===== config.mk =====
export PLATFORM = sky130hd
export DESIGN_NAME = frogger_game_state
export DESIGN_NICKNAME = d
export VERILOG_FILES = /design/src/rtl/frogger_game_state_pkg.sv /design/src/rtl/frogger_game_state_frame_timer.sv /design/src/rtl/frogger_game_state.sv
export SDC_FILE = /design/constraint.sdc
export NUM_CORES = 1
export LEC_CHECK = 0
export CAP_MARGIN = 0
export CORE_MARGIN = 5
export CORE_UTILIZATION = 50
export CTS_BUF_LIST = sky130_fd_sc_hd__clkbuf_16
export DETAILED_ROUTE_END_ITERATION = 7
export PLACE_DENSITY = 0.78
export SLEW_MARGIN = 5
export SYNTH_ARGS = -nofsm -noshare
export SYNTH_HDL_FRONTEND = slang
export SYNTH_SLANG_ARGS = --single-unit

===== constraint.sdc =====
create_clock -name i_Clk -period 2.35 [get_ports i_Clk]
set_input_delay 0.3525 -clock i_Clk [delete_from_list [all_inputs] [get_ports i_Clk]]
set_output_delay 0.3525 -clock i_Clk [all_outputs]
set_load 0.02 [all_outputs]

===== src/rtl/frogger_game_state_pkg.sv =====
// -----------------------------------------------------------------------------
// frogger_game_state_pkg
// Shared definitions for the Frogger game-state controller: FSM state codes
// (also decoded by the display and audio blocks from o_State), default
// parameter values, the frame-counter width and a saturating level helper.
// -----------------------------------------------------------------------------
package frogger_game_state_pkg;

    typedef enum logic [2:0] {
        ST_IDLE      = 3'd0,
        ST_PLAY      = 3'd1,
        ST_DYING     = 3'd2,
        ST_LEVEL_UP  = 3'd3,
        ST_GAME_OVER = 3'd4
    } state_t;

    localparam int unsigned LP_LIVES        = 3;
    localparam int unsigned LP_DEATH_FRAMES = 30;
    localparam int unsigned LP_GOAL_ROW     = 0;
    localparam int unsigned LP_MAX_LEVEL    = 9;
    localparam int unsigned LP_COUNT_W      = 6;

    // Next level value, holding once the ceiling is reached.
    function automatic logic [3:0] level_inc(input logic [3:0] level,
                                             input logic [3:0] level_max);
        return (level >= level_max) ? level : level + 4'd1;
    endfunction

endpackage


===== src/rtl/frogger_game_state_frame_timer.sv =====
// -----------------------------------------------------------------------------
// frogger_game_state_frame_timer
// Counts frame ticks for the death pause and the level-up pause.
// Ports:
//   i_Clk      - system clock
//   i_Reset    - synchronous active-high reset
//   i_Clear    - hold the count at zero (asserted whenever no pause is running)
//   i_Tick     - one-cycle frame pulse
//   i_Terminal - tick count that ends the pause
//   o_Done     - pulse in the cycle of the tick that reaches i_Terminal
// -----------------------------------------------------------------------------
module frogger_game_state_frame_timer
    import frogger_game_state_pkg::*;
(
    input  logic                  i_Clk,
    input  logic                  i_Reset,
    input  logic                  i_Clear,
    input  logic                  i_Tick,
    input  logic [LP_COUNT_W-1:0] i_Terminal,
    output logic                  o_Done
);

    logic [LP_COUNT_W-1:0] r_count;
    logic [LP_COUNT_W-1:0] w_count_next;

    assign w_count_next = r_count + LP_COUNT_W'(1);

    // Done is decoded from the tick itself so the owning FSM leaves its pause
    // on the very edge that would store the terminal count.
    assign o_Done = i_Tick && !i_Clear && (w_count_next == i_Terminal);

    // NOTE: reset is synchronous, so it lives inside the clocked block and is
    // tested first; a tick arriving together with reset is simply dropped.
    always_ff @(posedge i_Clk) begin
        if (i_Reset || i_Clear) begin
            r_count <= '0;
        end else if (i_Tick) begin
            r_count <= w_count_next;
        end
    end

endmodule


===== src/rtl/frogger_game_state.sv =====
// -----------------------------------------------------------------------------
// frogger_game_state
// Game-state controller between collision detection and frog movement.
// Owns lives, level, the death pause and game over; tells frog movement when
// to freeze and when to snap back to the spawn tile.
// Ports:
//   i_Clk, i_Reset     - clock, synchronous active-high reset
//   i_Frame_Tick       - one-cycle pulse per video frame
//   i_Start            - one-cycle start pulse (IDLE / GAME_OVER only)
//   i_Collided         - frog overlaps a car (honoured in PLAY only)
//   i_Frogger_Y        - current frog row
//   o_State            - FSM state code (state_t)
//   o_Lives, o_Level   - remaining lives, current level
//   o_Respawn          - first cycle of every PLAY entry
//   o_Freeze           - high whenever not in PLAY
//   o_Game_Over        - high in GAME_OVER
// All outputs are registered.
// -----------------------------------------------------------------------------
module frogger_game_state
    import frogger_game_state_pkg::*;
#(
    parameter int unsigned c_LIVES        = LP_LIVES,
    parameter int unsigned c_DEATH_FRAMES = LP_DEATH_FRAMES,
    parameter int unsigned c_GOAL_ROW     = LP_GOAL_ROW,
    parameter int unsigned c_MAX_LEVEL    = LP_MAX_LEVEL
) (
    input  logic       i_Clk,
    input  logic       i_Reset,
    input  logic       i_Frame_Tick,
    input  logic       i_Start,
    input  logic       i_Collided,
    input  logic [5:0] i_Frogger_Y,
    output logic [2:0] o_State,
    output logic [1:0] o_Lives,
    output logic [3:0] o_Level,
    output logic       o_Respawn,
    output logic       o_Freeze,
    output logic       o_Game_Over
);

    state_t                r_state;
    logic [1:0]            r_lives;
    logic [3:0]            r_level;
    logic                  r_respawn;
    logic                  r_guard;
    logic                  r_freeze;
    logic                  r_game_over;

    logic                  w_counting;
    logic [LP_COUNT_W-1:0] w_terminal;
    logic                  w_timer_done;
    logic                  w_collision;
    logic                  w_goal;

    // One timer serves both pauses; it is held clear outside them, so it
    // always starts from zero on entry.
    assign w_counting = (r_state == ST_DYING) || (r_state == ST_LEVEL_UP);
    assign w_terminal = (r_state == ST_LEVEL_UP) ? LP_COUNT_W'(1)
                                                 : LP_COUNT_W'(c_DEATH_FRAMES);

    // The respawn cycle and the one after it are ignored: the frog position
    // register has not yet reloaded, so the collision flag is stale.
    assign w_collision = (r_state == ST_PLAY) && i_Collided && !r_respawn && !r_guard;
    assign w_goal      = (r_state == ST_PLAY) && (i_Frogger_Y == 6'(c_GOAL_ROW));

    frogger_game_state_frame_timer u_frame_timer (
        .i_Clk      (i_Clk),
        .i_Reset    (i_Reset),
        .i_Clear    (!w_counting),
        .i_Tick     (i_Frame_Tick),
        .i_Terminal (w_terminal),
        .o_Done     (w_timer_done)
    );

    // NOTE: all state is updated with non-blocking assignments so every
    // register samples the pre-edge values; the defaults at the top of the
    // else branch are overridden by the case items below.
    always_ff @(posedge i_Clk) begin
        if (i_Reset) begin
            r_state     <= ST_IDLE;
            r_lives     <= 2'(c_LIVES);
            r_level     <= '0;
            r_respawn   <= 1'b0;
            r_guard     <= 1'b0;
            r_freeze    <= 1'b1;
            r_game_over <= 1'b0;
        end else begin
            r_respawn <= 1'b0;
            r_guard   <= r_respawn;
            case (r_state)
                ST_IDLE, ST_GAME_OVER: begin
                    if (i_Start) begin
                        r_state     <= ST_PLAY;
                        r_lives     <= 2'(c_LIVES);
                        r_level     <= '0;
                        r_respawn   <= 1'b1;
                        r_freeze    <= 1'b0;
                        r_game_over <= 1'b0;
                    end
                end
                ST_PLAY: begin
                    // Collision is tested first so it wins a simultaneous goal.
                    if (w_collision) begin
                        r_state  <= ST_DYING;
                        r_freeze <= 1'b1;
                        if (r_lives != 2'd0) begin
                            r_lives <= r_lives - 2'd1;
                        end
                    end else if (w_goal) begin
                        r_state  <= ST_LEVEL_UP;
                        r_freeze <= 1'b1;
                        r_level  <= level_inc(r_level, 4'(c_MAX_LEVEL));
                    end
                end
                ST_DYING: begin
                    if (w_timer_done) begin
                        if (r_lives == 2'd0) begin
                            r_state     <= ST_GAME_OVER;
                            r_game_over <= 1'b1;
                        end else begin
                            r_state   <= ST_PLAY;
                            r_respawn <= 1'b1;
                            r_freeze  <= 1'b0;
                        end
                    end
                end
                ST_LEVEL_UP: begin
                    if (w_timer_done) begin
                        r_state   <= ST_PLAY;
                        r_respawn <= 1'b1;
                        r_freeze  <= 1'b0;
                    end
                end
                // NOTE: the default item catches the unused codes 5-7 and
                // steers them back to IDLE instead of leaving them stuck.
                default: begin
                    r_state     <= ST_IDLE;
                    r_freeze    <= 1'b1;
                    r_game_over <= 1'b0;
                end
            endcase
        end
    end

    assign o_State     = r_state;
    assign o_Lives     = r_lives;
    assign o_Level     = r_level;
    assign o_Respawn   = r_respawn;
    assign o_Freeze    = r_freeze;
    assign o_Game_Over = r_game_over;

endmodule


# == Yosys cells after proc, flatten, opt, wreduce, memory -nomap -nowiden ==
# Index checks and enable logic that the tools add are counted.
# classes
n_addsub,3
n_lt_le_gt_ge,1
eq_ne,16
muxes,32
bitwise,1
reduce_logical,23
# ops
operator,n
3-bit 2-to-1 mux,6
4-bit 2-to-1 mux,4
1-bit 2-to-1 mux,12
2-bit != test (second input constant),6
3-bit case mux with 4 select lines,1
4-bit AND reduction,3
5-bit AND reduction,2
2-bit by 1-bit != test with 1-bit output (second input constant),4
4-bit case mux with 2 select lines,1
6-bit by 1-bit adder with 6-bit output (second input constant),1
3-bit by 2-bit equality test with 1-bit output (second input constant),2
6-bit by 5-bit equality test with 1-bit output,1
1-bit logical AND,6
6-bit zero test,1
2-bit 2-to-1 mux,3
1-bit case mux with 3 select lines,2
5-bit 2-to-1 mux,1
4-bit by 1-bit adder with 4-bit output (second input constant),1
4-bit greater-or-equal comparator (second input constant),1
1-bit case mux with 4 select lines,1
2-bit case mux with 2 select lines,1
2-bit nonzero test,2
2-bit OR reduction,2
3-bit by 1-bit equality test with 1-bit output (second input constant),1
other kinds (8),11
# word_totals
regBits,19
inputBits,11
output_inout_bits,12
word_cells,84

# == Longest topological paths before layout ==
# logic_depth
ltp_word,6
depth_mapped,7
mapped_depth_nobuf,7

# == Cells and area by module ==
# From an unflattened synthesis, not the netlist that was laid out.
# unflattened
hier_cells,144
hier_area_um2,1207.4
# by_module_without_submodules
module,instances,cells_each,area_each_um2,seq_area_each_um2
frogger_game_state,1,97,799.5,260.2
frogger_game_state_frame_timer,1,47,407.9,120.1

# == Least setup slack after synthesis ==
# No wires, ideal clock.
# synth_timing
kind,register to register
start,reg r_level[1] (netlist: o_Level[1])
end,reg r_level[1] (netlist: o_Level[1])
setup_time_ns,0.064
t_arrival_ns,1.850
t_required_ns,2.286
slack_ns,0.436
stages_incl_launch_ff,8
path_buffers,0
synth_period_minus_slack_ns,1.914
cell_sequence,dfxtp_1 inv_1 ha_1 or3b_1 a21oi_1 a2bb2oi_2 mux2_4 nor2_1
# synth_between
elab_chain_cells,5
word_cells_on_any_way,8
cone_classes,add/sub: 1; order compare: 1; eq/ne: 1; mux: 4; reduce/logical: 1
# synth_lines
item,line,source
from (decl),frogger_game_state.sv:43,logic [3:0] r_level;
from (signal assigned),frogger_game_state.sv:112,"r_level <= level_inc(r_level, 4'(c_MAX_LEVEL));"
4-bit by 1-bit adder with 4-bit output,frogger_game_state_pkg.sv:26,return (level >= level_max) ? level : level + 4'd1;
4-bit 2-to-1 mux,frogger_game_state_pkg.sv:26,
4-bit 2-to-1 mux,frogger_game_state.sv:109,end else if (w_goal) begin
4-bit 2-to-1 mux,frogger_game_state.sv:103,if (w_collision) begin
4-bit case mux with 2 select lines,frogger_game_state.sv:90,case (r_state)
# Several ways; a longest one is shown, not always the timed one. The select of a mux whose other input is x is not followed.
# A chain may end at the register's enable or synchronous reset.

# == Worst setup path after layout ==
# Ends and elaborated chain as after synthesis.

==> flow_summary.json <==
{
  "layoutNonFillerInstCount": 181,
  "cp_slowest_cell": "dfxtp_1",
  "combPwrFrac_pct": 36.2,
  "p_sw_share_pct": 34.6,
  "grt_overflow": 0,
  "synth-seq-cells": 19,
  "wire_per_inst_um": 14.4,
  "design_area_mm2": 0.00144,
  "cts_buffer_depth": 2,
  "ys_warn_count": 0,
  "p_int_uw": 805,
  "finClkSkew_ps": 2.31,
  "r2r_setup_slack_ps": 440,
  "antenna_found_initial": 0,
  "drtIter0Drc": 25,
  "rsz0062_at_grt": "false",
  "min_period_over_period_pct": 81.2,
  "synth-main-ff-cell": "dfxtp_1",
  "ant_nets": 0,
  "synth_top_cell_area_share_pct": 33.1,
  "clk_latency_ps": 250,
  "die_h_um": 57.9,
  "clock-sinks": 19,
  "dr.pass1.iters": 4,
  "netlist_area_mm2": 0.00115,
  "post_synth.cell_area_avg_um2": 8.70,
  "place_ws_ps": 248,
  "cp_max_fo": 4,
  "cpLargestDelayFamily": "simple AND/OR/NAND/NOR gates",
  "port_buffers": 22,
  "regToRegStartpoint": "o_Level[1]$_SDFFE_PP0P_",
  "whs_endpoint": "o_Game_Over$_SDFFE_PP0P_",
  "placementRows": 17,
  "vias": 1015,
  "drcViolationCount": 0,
  "grt_usage_pct": 16.7,
  "report.final.slew_viol_count": 0,
  "yosysTopAreaCell": "dfxtp_1",
  "p_total_mw": 1.23,
  "cts_hold_buffers": 0,
  "routed_wl_um": 2610,
  "async_flop_share_pct": 0,
  "nets": 170,
  "start_util_pct": 51.9,
  "diodes": 0,
  "finalWorstSetupSlack_ps": 441,
  "grt_max_degree": 15,
  "critical_path.endpoint_type": "flop",
  "syn_nets": 148,
  "dpl_cell_area_mm2": 0.00136,
  "fin_util_pct": 65.0,
  "switchingPower_uw": 425,
  "syn2layout_area_growth_pct": 25.2,
  "fill_cells": 200,
  "die_area_mm2": 0.00336,
  "drive_gt1_share_pct": 8.50,
  "synthTopCellsByArea": "dfxtp_1 (33%), ha_1 (5.4%), nand2_1 (4.6%), mux2i_1 (4.4%), nor2_1 (4.2%)",
  "status": "completed",
  "seq_power_share_pct": 35.2,
  "cp.arrival_ps": 2090,
  "cts_buffers": 3,
  "vdd_drop_max_mv": 0.503,
  "grt_pass1_wl_um": 4370,
  "max_stage_delay_ps": 370,
  "io_pins": 23,
  "drv_cap": 0,
  "crit_path_cell_trace": "inv_1 > ha_1 > or3b_1 > a21oi_1 > a2bb2oi_2 > mux2_4 > nor2_1",
  "cts_setup_buffers": 0,
  "hold_class": "reg2reg",
  "tightest_slew_ps": 429,
  "ys_seq_area_share_pct": 33.1,
  "h-tree-depth": 1,
  "hpwl_um": 1940,
  "synth_common_cells": "dfxtp_1 (19), nand2_1 (14), nor2_1 (13), inv_1 (6)",
  "timing.hold.ws_ps": 493,
  "setup_viol": 0,
  "synth.distinct_cells": 42,
  "die_x_um": 57.9,
  "post_cts_resized": 0,
  "maxSlewHeadroom_pct": 71.1,
  "gp_congestion": 0.828,
  "dp.cells": 177,
  "crit_buf_inv": 1,
  "critPathLaunchType": "flop",
  "viasPerCell": 5.61,
  "r2r_cells": 7,
  "syn_inst": 132,
  "root_buffer": "clkbuf_16",
  "cts_tree": "done",
  "period_needed_ps": 1910,
  "critPathKind": "reg2reg",
  "crit_required_ps": 2530,
  "cts.clk_slew.worst_paths_ps": 50,
  "holdPathStages": 2,
  "core-area_mm2": 0.00221,
  "crit-reg2reg-capture": "o_Level[1]$_SDFFE_PP0P_",
  "p_leak_nw": 0.554,
  "synth_edf_count": 0,
  "final.setup.tns_ps": 0,
  "synth.most_common_cell": "dfxtp_1",
  "clkPwrFrac_pct": 28.7,
  "p_per_area_mw_per_mm2": 855,
  "fmax_mhz": 524,
  "hp-start": "o_Game_Over$_SDFFE_PP0P_",
  "grt_pass1_vias": 986,
  "hold_violations": 0
}
-- state kept, by name, indices dropped and copies added (netlist names) --
signal,count
o_State,3
o_Respawn,1
u_frame_timer.r_count,6
r_guard,1
o_Game_Over,1
o_Freeze,1
o_Level,4
o_Lives,2
-- cells in the final DEF (no fill, tap or decap), types with 3 or more instances in the layout --
cell type        synthesis  routed
nor4_1                   3       3
nor3_1                   4       4
a21oi_1                  5       5
xor2_1                   4       4
xnor2_1                  3       3
o22ai_1                  3       3
clkbuf_16                0       3
clkdlybuf4s50_1          0      22
o21ai_0                  5       5
inv_1                    6       6
nand2_1                 14      14
dfxtp_1                 19      19
ha_1                     5       5
mux2i_1                  5       5
nor2_1                  13      13
-- worst reg2reg max path, stage by stage, from the launching register on --
cell and delay (ps):
dfxtp_1 370, inv_1 90, ha_1 190, or3b_1 350
a21oi_1 180, a2bb2oi_2 250, mux2_4 320, nor2_1 80
-- final cells by class --
| cell class | instances | area (um2) | area share (%) |
|---|---|---|---|
| Clock inverter | 1 | 5.00 | 0.348 |
| Tap cell | 28 | 35.0 | 2.44 |
| Multi-Input combinational cell | 101 | 692 | 48.1 |
| Timing Repair Buffer | 23 | 228 | 15.8 |
| Clock buffer | 3 | 75.1 | 5.22 |
| Sequential cell | 19 | 380 | 26.5 |
| Inverter | 6 | 22.5 | 1.57 |
-- power groups by stage --
stage	logic, mW	clock network, mW	registers, mW
floorplan	0.316	0	0.443
global placement	0.431	0	0.434
detailed placement	0.441	0	0.436
CTS	0.447	0.354	0.431
global route	0.485	0.373	0.445
finish	0.445	0.352	0.432
-- cell families (layout without fill, tap and decap cells) --
family | count (synthesis) | after routing | synth area share, %
multiplexers | 7 | 7 | 6.64
flip-flops | 19 | 19 | 33.1
XOR/XNOR | 7 | 7 | 5.34
AND/OR/NAND/NOR | 58 | 58 | 27.6
adder cells (fa/ha/maj) | 5 | 5 | 5.45
AO/OA/AOI/OAI | 24 | 24 | 15.3
buffers and inverters | 12 | 33 | 6.64
-- routing by layer --
layer	up-vias	share of wire, %	track usage (%)
li1	513	-	-
met1	484	46	20.5
met2	16	49	27.6
met3	2	4.6	3.56
met4	0	0.73	8.28
met5	-	0	0
-- worst max-delay path by stage --
stage / startpoint / end / slack [ps] / depth (start not counted)
2_1_floorplan: o_Level[1]$_SDFFE_PP0P_ / o_Level[1]$_SDFFE_PP0P_ / 440 / 7
3_3_place_gp: i_Start / o_Level[1]$_SDFFE_PP0P_ / 290 / 5
3_5_place_dp: i_Frogger_Y[3] / o_Freeze$_SDFFE_PP1P_ / 250 / 6
4_1_cts: o_Level[1]$_SDFFE_PP0P_ / o_Level[1]$_SDFFE_PP0P_ / 430 / 7
5_1_grt: o_State[0]$_SDFFE_PP0P_ / o_Freeze$_SDFFE_PP1P_ / 310 / 4
6_report: o_Level[1]$_SDFFE_PP0P_ / o_Level[1]$_SDFFE_PP0P_ / 440 / 7
Power figures use the tool's default switching activity.
